===== src/rtl/perf_event_counters_if.sv =====
// Bundle of control, event and read-port signals for perf_event_counters.
// The master side drives events and requests; the slave side returns counts and status.
interface perf_event_counters_if #(
    parameter int NUM_EVT = 6,
    parameter int CNT_W   = 32,
    parameter int IDX_W   = 3
);
    logic               start;
    logic               halt;
    logic               clr;
    logic [NUM_EVT-1:0] evt;
    logic               rd_req;
    logic [IDX_W-1:0]   rd_idx;
    logic               rd_valid;
    logic [CNT_W-1:0]   rd_data;
    logic [CNT_W-1:0]   cycle_cnt;
    logic [NUM_EVT-1:0] ovf;
    logic [1:0]         state;

    modport master (
        output start, halt, clr, evt, rd_req, rd_idx,
        input  rd_valid, rd_data, cycle_cnt, ovf, state
    );

    modport slave (
        input  start, halt, clr, evt, rd_req, rd_idx,
        output rd_valid, rd_data, cycle_cnt, ovf, state
    );
endinterface


===== src/rtl/perf_event_counters.sv =====
// Per-event performance counter bank with cycle counter and indexed one-cycle read port.
// Define PERF_SAT_EN to make counters saturate at all-ones instead of wrapping.
module perf_event_counters #(
    parameter int NUM_EVT = 6,
    parameter int CNT_W   = 32,
    parameter int IDX_W   = 3
) (
    input  logic                 clk,
    input  logic                 rst_n,
    perf_event_counters_if.slave bus
);
    typedef enum logic [1:0] {
        ST_IDLE   = 2'b00,
        ST_RUN    = 2'b01,
        ST_FROZEN = 2'b10
    } state_e;

    localparam logic [CNT_W-1:0] CNT_MAX = {CNT_W{1'b1}};

    state_e             state_r;
    state_e             state_nxt_s;
    logic [CNT_W-1:0]   cnt_r     [NUM_EVT];
    logic [CNT_W-1:0]   cnt_nxt_s [NUM_EVT];
    logic [CNT_W-1:0]   cyc_r;
    logic [CNT_W-1:0]   cyc_nxt_s;
    logic [NUM_EVT-1:0] ovf_r;
    logic [NUM_EVT-1:0] ovf_nxt_s;
    logic               rd_valid_r;
    logic [CNT_W-1:0]   rd_data_r;
    logic [CNT_W-1:0]   rd_sel_s;
    logic               run_s;

    // Returns {hit_max, next_value}; hit_max flags an increment attempted at all-ones.
    function automatic logic [CNT_W:0] cnt_step(input logic [CNT_W-1:0] v);
        logic [CNT_W:0] r;
        if (v == CNT_MAX) begin
`ifdef PERF_SAT_EN
            r = {1'b1, CNT_MAX};
`else
            r = {1'b1, {CNT_W{1'b0}}};
`endif
        end else begin
            r = {1'b0, v + {{(CNT_W-1){1'b0}}, 1'b1}};
        end
        return r;
    endfunction

    assign run_s = (state_r == ST_RUN) && !bus.clr;

    // Next-state logic; clr overrides everything, encoding 11 recovers to IDLE.
    always_comb begin
        state_nxt_s = state_r;
        if (bus.clr) begin
            state_nxt_s = ST_IDLE;
        end else begin
            case (state_r)
                ST_IDLE:   if (bus.start) state_nxt_s = ST_RUN;    else state_nxt_s = ST_IDLE;
                ST_RUN:    if (bus.halt)  state_nxt_s = ST_FROZEN; else state_nxt_s = ST_RUN;
                ST_FROZEN: state_nxt_s = ST_FROZEN;
                default:   state_nxt_s = ST_IDLE;
            endcase
        end
    end

    // Counter, cycle and overflow next values.
    always_comb begin
        logic [CNT_W:0] stp_v;
        stp_v     = '0;
        cyc_nxt_s = cyc_r;
        ovf_nxt_s = ovf_r;
        for (int i = 0; i < NUM_EVT; i++) begin
            cnt_nxt_s[i] = cnt_r[i];
        end
        if (bus.clr) begin
            cyc_nxt_s = '0;
            ovf_nxt_s = '0;
            for (int i = 0; i < NUM_EVT; i++) begin
                cnt_nxt_s[i] = '0;
            end
        end else if (run_s) begin
            stp_v     = cnt_step(cyc_r);
            cyc_nxt_s = stp_v[CNT_W-1:0];
            for (int i = 0; i < NUM_EVT; i++) begin
                if (bus.evt[i]) begin
                    stp_v        = cnt_step(cnt_r[i]);
                    cnt_nxt_s[i] = stp_v[CNT_W-1:0];
                    ovf_nxt_s[i] = ovf_r[i] | stp_v[CNT_W];
                end else begin
                    cnt_nxt_s[i] = cnt_r[i];
                end
            end
        end else begin
            cyc_nxt_s = cyc_r;
        end
    end

    // Read mux; an index with no matching channel yields zero.
    always_comb begin
        rd_sel_s = '0;
        for (int i = 0; i < NUM_EVT; i++) begin
            rd_sel_s = rd_sel_s | ({CNT_W{bus.rd_idx == IDX_W'(i)}} & cnt_r[i]);
        end
    end

    // State, counter and overflow registers.
    always_ff @(posedge clk or negedge rst_n) begin
        if (!rst_n) begin
            state_r <= ST_IDLE;
            cyc_r   <= '0;
            ovf_r   <= '0;
            for (int i = 0; i < NUM_EVT; i++) begin
                cnt_r[i] <= '0;
            end
        end else begin
            state_r <= state_nxt_s;
            cyc_r   <= cyc_nxt_s;
            ovf_r   <= ovf_nxt_s;
            for (int i = 0; i < NUM_EVT; i++) begin
                cnt_r[i] <= cnt_nxt_s[i];
            end
        end
    end

    // Read port samples pre-update counter values, so a read alongside clr sees old data.
    always_ff @(posedge clk or negedge rst_n) begin
        if (!rst_n) begin
            rd_valid_r <= 1'b0;
            rd_data_r  <= '0;
        end else begin
            rd_valid_r <= bus.rd_req;
            if (bus.rd_req) begin
                rd_data_r <= rd_sel_s;
            end else begin
                rd_data_r <= rd_data_r;
            end
        end
    end

    assign bus.state     = state_r;
    assign bus.cycle_cnt = cyc_r;
    assign bus.ovf       = ovf_r;
    assign bus.rd_valid  = rd_valid_r;
    assign bus.rd_data   = rd_data_r;
endmodule


===== src/flat_wrapper.sv =====
// flat-port wrapper written by rule: the top's interface ports become plain ports
module perf_event_counters_flat 
#(
    parameter int NUM_EVT = 6,
    parameter int CNT_W   = 32,
    parameter int IDX_W   = 3
)
  (clk, rst_n, bus_start, bus_halt, bus_clr, bus_evt, bus_rd_req, bus_rd_idx, bus_rd_valid, bus_rd_data, bus_cycle_cnt, bus_ovf, bus_state);
  perf_event_counters_if #(.NUM_EVT(NUM_EVT), .CNT_W(CNT_W), .IDX_W(IDX_W)) bus_i ();
  input  logic clk;
  input  logic rst_n;
  input wire logic [$bits(bus_i.start)-1:0] bus_start;
  input wire logic [$bits(bus_i.halt)-1:0] bus_halt;
  input wire logic [$bits(bus_i.clr)-1:0] bus_clr;
  input wire logic [$bits(bus_i.evt)-1:0] bus_evt;
  input wire logic [$bits(bus_i.rd_req)-1:0] bus_rd_req;
  input wire logic [$bits(bus_i.rd_idx)-1:0] bus_rd_idx;
  output wire logic [$bits(bus_i.rd_valid)-1:0] bus_rd_valid;
  output wire logic [$bits(bus_i.rd_data)-1:0] bus_rd_data;
  output wire logic [$bits(bus_i.cycle_cnt)-1:0] bus_cycle_cnt;
  output wire logic [$bits(bus_i.ovf)-1:0] bus_ovf;
  output wire logic [$bits(bus_i.state)-1:0] bus_state;
  assign bus_i.start = bus_start;
  assign bus_i.halt = bus_halt;
  assign bus_i.clr = bus_clr;
  assign bus_i.evt = bus_evt;
  assign bus_i.rd_req = bus_rd_req;
  assign bus_i.rd_idx = bus_rd_idx;
  assign bus_rd_valid = bus_i.rd_valid;
  assign bus_rd_data = bus_i.rd_data;
  assign bus_cycle_cnt = bus_i.cycle_cnt;
  assign bus_ovf = bus_i.ovf;
  assign bus_state = bus_i.state;
  perf_event_counters #(.NUM_EVT(NUM_EVT), .CNT_W(CNT_W), .IDX_W(IDX_W)) u_core (.clk(clk), .rst_n(rst_n), .bus(bus_i));
endmodule

===== config.mk =====
export PLATFORM = sky130hd
export DESIGN_NAME = perf_event_counters_flat
export DESIGN_NICKNAME = d
export VERILOG_FILES = /design/src/rtl/perf_event_counters_if.sv /design/src/rtl/perf_event_counters.sv /design/src/flat_wrapper.sv
export SDC_FILE = /design/constraint.sdc
export NUM_CORES = 1
export LEC_CHECK = 0
export CORE_ASPECT_RATIO = 1.75
export CORE_UTILIZATION = 55
export DETAILED_ROUTE_END_ITERATION = 16
export DONT_BUFFER_PORTS = 1
export PLACE_DENSITY = 0.7
export SLEW_MARGIN = 20
export SYNTH_ARGS = -nofsm -noshare
export SYNTH_HDL_FRONTEND = slang
export SYNTH_SLANG_ARGS = --single-unit

===== constraint.sdc =====
create_clock -name clk -period 5.86 [get_ports clk]
set_input_delay 0.879 -clock clk [delete_from_list [all_inputs] [get_ports clk]]
set_output_delay 0.879 -clock clk [all_outputs]
set_load 0.05 [all_outputs]

**After elaboration in Yosys (flattened, before gate mapping)**

Cells that the tools add are included.

- Logic and storage cells: 118
- Register bits after elaboration: 265
- Memories kept: 0
- Output and inout bits: 73
- Bits in latches: 0
- Bits in writable memories: 0
- Bits in read-only memories: 0

- Divide/modulo/power cells: 0
- Multiplexer cells: 47
- Reductions and logical operators: 17
- Bitwise logic cells: 17
- $add $sub $neg: 7
- $lt $le $gt $ge: 0
- $mul: 0
- Equality and inequality tests: 14
- Shift-type cells: 0

Operators by type and width:

| operator | count |
|---|---|
| $mux W33 | 24 |
| $mux W192 | 2 |
| $mux W32 | 9 |
| $add A32 B1 Y32 const B | 7 |
| $eq A32 B32 Y1 const B | 7 |
| $and A32 B32 Y32 | 6 |
| $or A32 B32 Y32 | 5 |
| $reduce_bool A2 Y1 | 7 |
| $mux W6 | 2 |
| $reduce_and A2 Y1 | 6 |
| $mux W1 | 7 |
| $eq A3 B2 Y1 const B | 2 |
| $eq A3 B3 Y1 const B | 2 |
| $or A1 B1 Y1 | 6 |
| $pmux W2 S3 | 1 |
| $mux W2 | 2 |
| $eq A3 B1 Y1 const B | 1 |
| $logic_not A3 Y1 | 1 |
| $eq A2 B1 Y1 const B | 1 |
| $eq A2 B2 Y1 const B | 1 |
| $logic_not A2 Y1 | 1 |
| $logic_and A1 B1 Y1 | 1 |
| $logic_not A1 Y1 | 1 |

**Depth between registers and ports, before layout**

- Word-level depth: 9
- Depth in mapped cells: 9
- Mapped depth without buffers: 7

**Worst setup path before layout**

Ideal clock, no wire load.

- Kind: input-to-reg
- Start: in bus_rd_idx[0]
- End: reg u_core.rd_data_r[21] (netlist: u_core.bus.rd_data[21])
- Cell stages on the path: 7
- Data required time: 5.794 ns
- Path slack: 3.461 ns
- Library setup time: 0.066 ns
- Arrival time: 2.333 ns
- Path buffers: 4
- Cells stage by stage: buf_2 -> buf_2 -> clkbuf_1 -> clkbuf_1 -> a22oi_1 -> o221ai_1 -> o21a_1

- Cells in the longest elaborated chain, start to end: 7

Ends and longest elaborated chain:

| element | line | RTL |
|---|---|---|
| start, declared | flat_wrapper.sv:17 | `input wire logic [$bits(bus_i.rd_idx)-1:0] bus_rd_idx;` |
| $eq A3 B1 Y1 or $logic_not A3 Y1 (tied branches) | perf_event_counters.sv:101 | `rd_sel_s = rd_sel_s \| ({CNT_W{bus.rd_idx == IDX_W'(i)}} & cnt_r[i]);` |
| $and A32 B32 Y32 | perf_event_counters.sv:101 |  |
| $or A32 B32 Y32 (4 in series) | perf_event_counters.sv:101 |  |
| $or A32 B32 Y32 (*) | perf_event_counters.sv:101 |  |
| end signal, assigned | perf_event_counters.sv:132 | `rd_data_r <= rd_sel_s;` |
| end signal, assigned | perf_event_counters.sv:134 | `rd_data_r <= rd_data_r;` |
| end, declared | perf_event_counters.sv:29 | `logic [CNT_W-1:0] rd_data_r;` |

Every way passes the cells marked *; elsewhere a longest branch is shown, timed or not.
A chain may end at the register's enable or synchronous reset.

**Worst setup path after layout**

- Start: reg u_core.state_r[0] (netlist: u_core.bus.state[0])
- End: reg u_core.cnt_r[157] in the netlist's numbering

- Cells in the longest elaborated chain, start to end: 4

Ends and longest elaborated chain:

| element | line | RTL |
|---|---|---|
| start, declared | perf_event_counters.sv:20 | `state_e state_r;` |
| start signal, assigned | perf_event_counters.sv:115 | `state_r <= state_nxt_s;` |
| $eq A2 B1 Y1 | perf_event_counters.sv:48 | `assign run_s = (state_r == ST_RUN) && !bus.clr;` |
| $logic_and A1 B1 Y1 | perf_event_counters.sv:48 |  |
| $reduce_bool A2 Y1 (no source line) | - |  |
| $reduce_and A2 Y1 (no source line) | - |  |
| end signal, assigned by index | perf_event_counters.sv:119 | `cnt_r[i] <= cnt_nxt_s[i];` |
| end, declared | perf_event_counters.sv:22 | `logic [CNT_W-1:0] cnt_r [NUM_EVT];` |

No other way between the ends.

==> impl_metrics.tcl <==
set metrics [dict create \
    cts_setup_buffers 0 \
    fin_crit_ns 3.14 \
    grt_first_pass_wirelength_mm 62.6 \
    hold_violations 0 \
    rsz0062_at_grt "false" \
    routed_wl_mm 39.4 \
    cp_slowest_stage_delay_ns 0.86 \
    slowest_stage "dfrtp_1" \
    hp-class "in2async" \
    r2r-end "u_core.cnt_r[157]" \
    grt_antenna_before_repair 0 \
    routabilityCongestion 0.915 \
    fin_crit_sh_pct 53.5 \
    cp.required_ns 6.32 \
    cts_root_buffer "clkbuf_16" \
    synth-seq-cells 265 \
    timing.final.ws_setup_ns 2.72 \
    setup_viol 0 \
    timing.setup.tns_ns 0 \
    wl_per_cell_um 21.2 \
    first_global_vias 11497 \
    cts_htree_levels 1 \
    fp.coreArea_um2 26000 \
    die_y_um 217 \
    place_hpwl_mm 28.2 \
    tritoncts "built" \
    peakVddDrop_mv 0.269 \
    reg2reg_slack_ns 2.72 \
    clk_pin_slew_ns 0.06 \
    syn_inst 1559 \
    firstDrtPassIters 11 \
    routed-via-count 11630 \
    area_growth_pct 6.60 \
    synth-async-reset-ratio_pct 100 \
    cap_violations 0 \
    ant_nets 0 \
    startpoint_type "register" \
    finClkSkew_ns 0.00878 \
    cts_hold_buffers 0 \
    vias_per_cell 6.27 \
    crit_chain "nand2b_1 -> nor2_1 -> nand2_1 -> a21oi_1 -> a21bo_2 -> a31oi_1" \
    timing.critical_path.from "u_core.bus.state[0]" \
    initial_core_util_pct 56.1 \
    syn_nets 1581 \
    critPathArrivalTime_ns 3.60 \
    pwr_density_cell_nw_per_um2 242 \
    violations "DRC" \
    worstMarginPinSlew_ns 1.24 \
    grt.total_usage_pct 29.5 \
    fp-row-count 78 \
    crit_type "reg2reg" \
    io_buffers 0 \
    fin_area_um2 15500 \
    post_cts_resize_count 0 \
    power.leakage_nw 6.52 \
    top_level_ports 88 \
    yosys_most_used_dff "dfrtp_1" \
    seq_area_frac_synth_pct 45.6 \
    yosys_warnings 0 \
    grt_max_degree 266 \
    drtIter0Drc 827 \
    numCtsBuffers 26 \
    cp-end-kind "register" \
    crit_buf_inv 0 \
    cp_top_family "compound AO/OA/AOI/OAI gates" \
    clock.fmax_mhz 319 \
    synthDistinctLibCells 64 \
    cp_max_fo 13 \
    fin_nets 1542 \
    synthesis.area_um2 14600 \
    slew_headroom_pct 16.4 \
    cts_buffer_depth 3 \
    ff2ff_path_depth 6 \
    clock-sinks 265 \
    r2r-start "u_core.bus.state[0]" \
    drc 6 \
    insertion_delay_ns 0.55 \
    outcome "finished with violations" \
    avgSynthCellArea_um2 9.33 \
    slew_violations 0 \
    die-area_um2 27100 \
    grt_overflow 0 \
    dp_slack_ns 2.72 \
    post_dp_cell_area_um2 14700 \
    drive_above_1_share_pct 6.58 \
    synth_edf_count 0 \
    n_antenna_cell 0 \
    fp.dieW_um 125 \
]
power breakdown:
part	switching, W	internal [W]
Sequential	0.0000893	0.00185
Clock	0.000718	0.000971
Combinational	0.0000791	0.0000407
Total	0.000887	0.00286
metrics by stage:
stage | utilization, % | hold slack [ns] | power [W] | std cells
after floorplan | - | 0.454 | 0.00208 | 1559
after global placement | 56.5 | 0.486 | 0.00209 | 1812
after detailed placement | 56.5 | 0.492 | 0.00209 | 1812
after CTS | 59.8 | 0.0232 | 0.00377 | 1856
after global routing | 59.8 | 0.00869 | 0.00385 | 1856
final | 59.8 | 0.0302 | 0.00375 | 1856
cells in the mapped netlist (23+ instances only):
| master | count | area, um^2 |
|---|---|---|
| a21oi_1 | 62 | 310 |
| a22oi_1 | 23 | 173 |
| and3_1 | 42 | 263 |
| clkbuf_1 | 39 | 146 |
| dfrtp_1 | 265 | 6630 |
| mux2_2 | 28 | 315 |
| mux2i_1 | 38 | 380 |
| nand2_1 | 130 | 488 |
| nand3_1 | 105 | 526 |
| nand4_1 | 64 | 400 |
| nor2_1 | 271 | 1020 |
| xnor2_1 | 57 | 499 |
| xor2_1 | 112 | 981 |
layout make-up:
cell class	instances	area [um^2]
clock inverter	3	15.0
fill	2294	10400
timing repair buffer	5	37.5
sequential	265	6630
clock buffer	41	838
tap	320	400
inverter	22	82.6
multi-input combinational	1200	7510
flip-flops by register name (all words and copies together) (netlist names):
register,flops
u_core.cnt_r,192
u_core.bus.cycle_cnt,32
u_core.bus.rd_data,32
u_core.bus.ovf,6
u_core.bus.state,2
u_core.bus.rd_valid,1
logic make-up after synthesis:
logic type               Yosys count  synth area share (%)
flip-flops                       265                  45.6
adder cells (fa/ha/maj)            7                 0.602
buffers and inverters             94                  2.84
XOR/XNOR                         169                  10.2
AND/OR/NAND/NOR                  740                  25.1
AO/OA/AOI/OAI                    210                  9.72
multiplexers                      74                  6.02
layer usage:
metal  up-vias  GRT usage (%)  share of wire (%)
met3        84           4.60                4.9
met1      5787           31.9                 37
met4         0           13.3                4.0
met2       318           55.8                 54
met5         -              0                  0
li1       5441              -                  -
how the worst max path moves through the flow:
stage / to / slack, ns / cells past startpoint
finish: u_core.cnt_r[157] / 2.72 / 6
global route: u_core.cnt_r[116] / 2.56 / 6
CTS: u_core.cnt_r[116] / 2.73 / 6
detailed placement: u_core.cnt_r[116] / 2.72 / 6
global placement: u_core.cnt_r[116] / 2.80 / 6
floorplan: u_core.bus.rd_data[21] / 3.46 / 7
placed cells by master (no fill, tap or decap), drive strengths merged, types with 3 or more instances in the layout:
master and instances:
nor2 271, dfrtp 265, nand2 130, xor2 112, nand3 105, nand4 67, a21oi 62, xnor2 57
and3 42, clkbuf 41, mux2i 38, mux2 28, nor3 24, a22oi 23, o21ai 23, inv 22
and4 21, o221ai 20, o21a 20, nor4 20, a31oi 17, and2 16, or3 13, a22o 8
mux4 8, o211ai 8, ha 7, or2 6, or4 6, nor2b 5, o31ai 5, nand3b 5
a221o 5, buf 5, a21boi 4, and3b 3, a41oi 3, clkinv 3
Power figures use the tool's default switching activity.
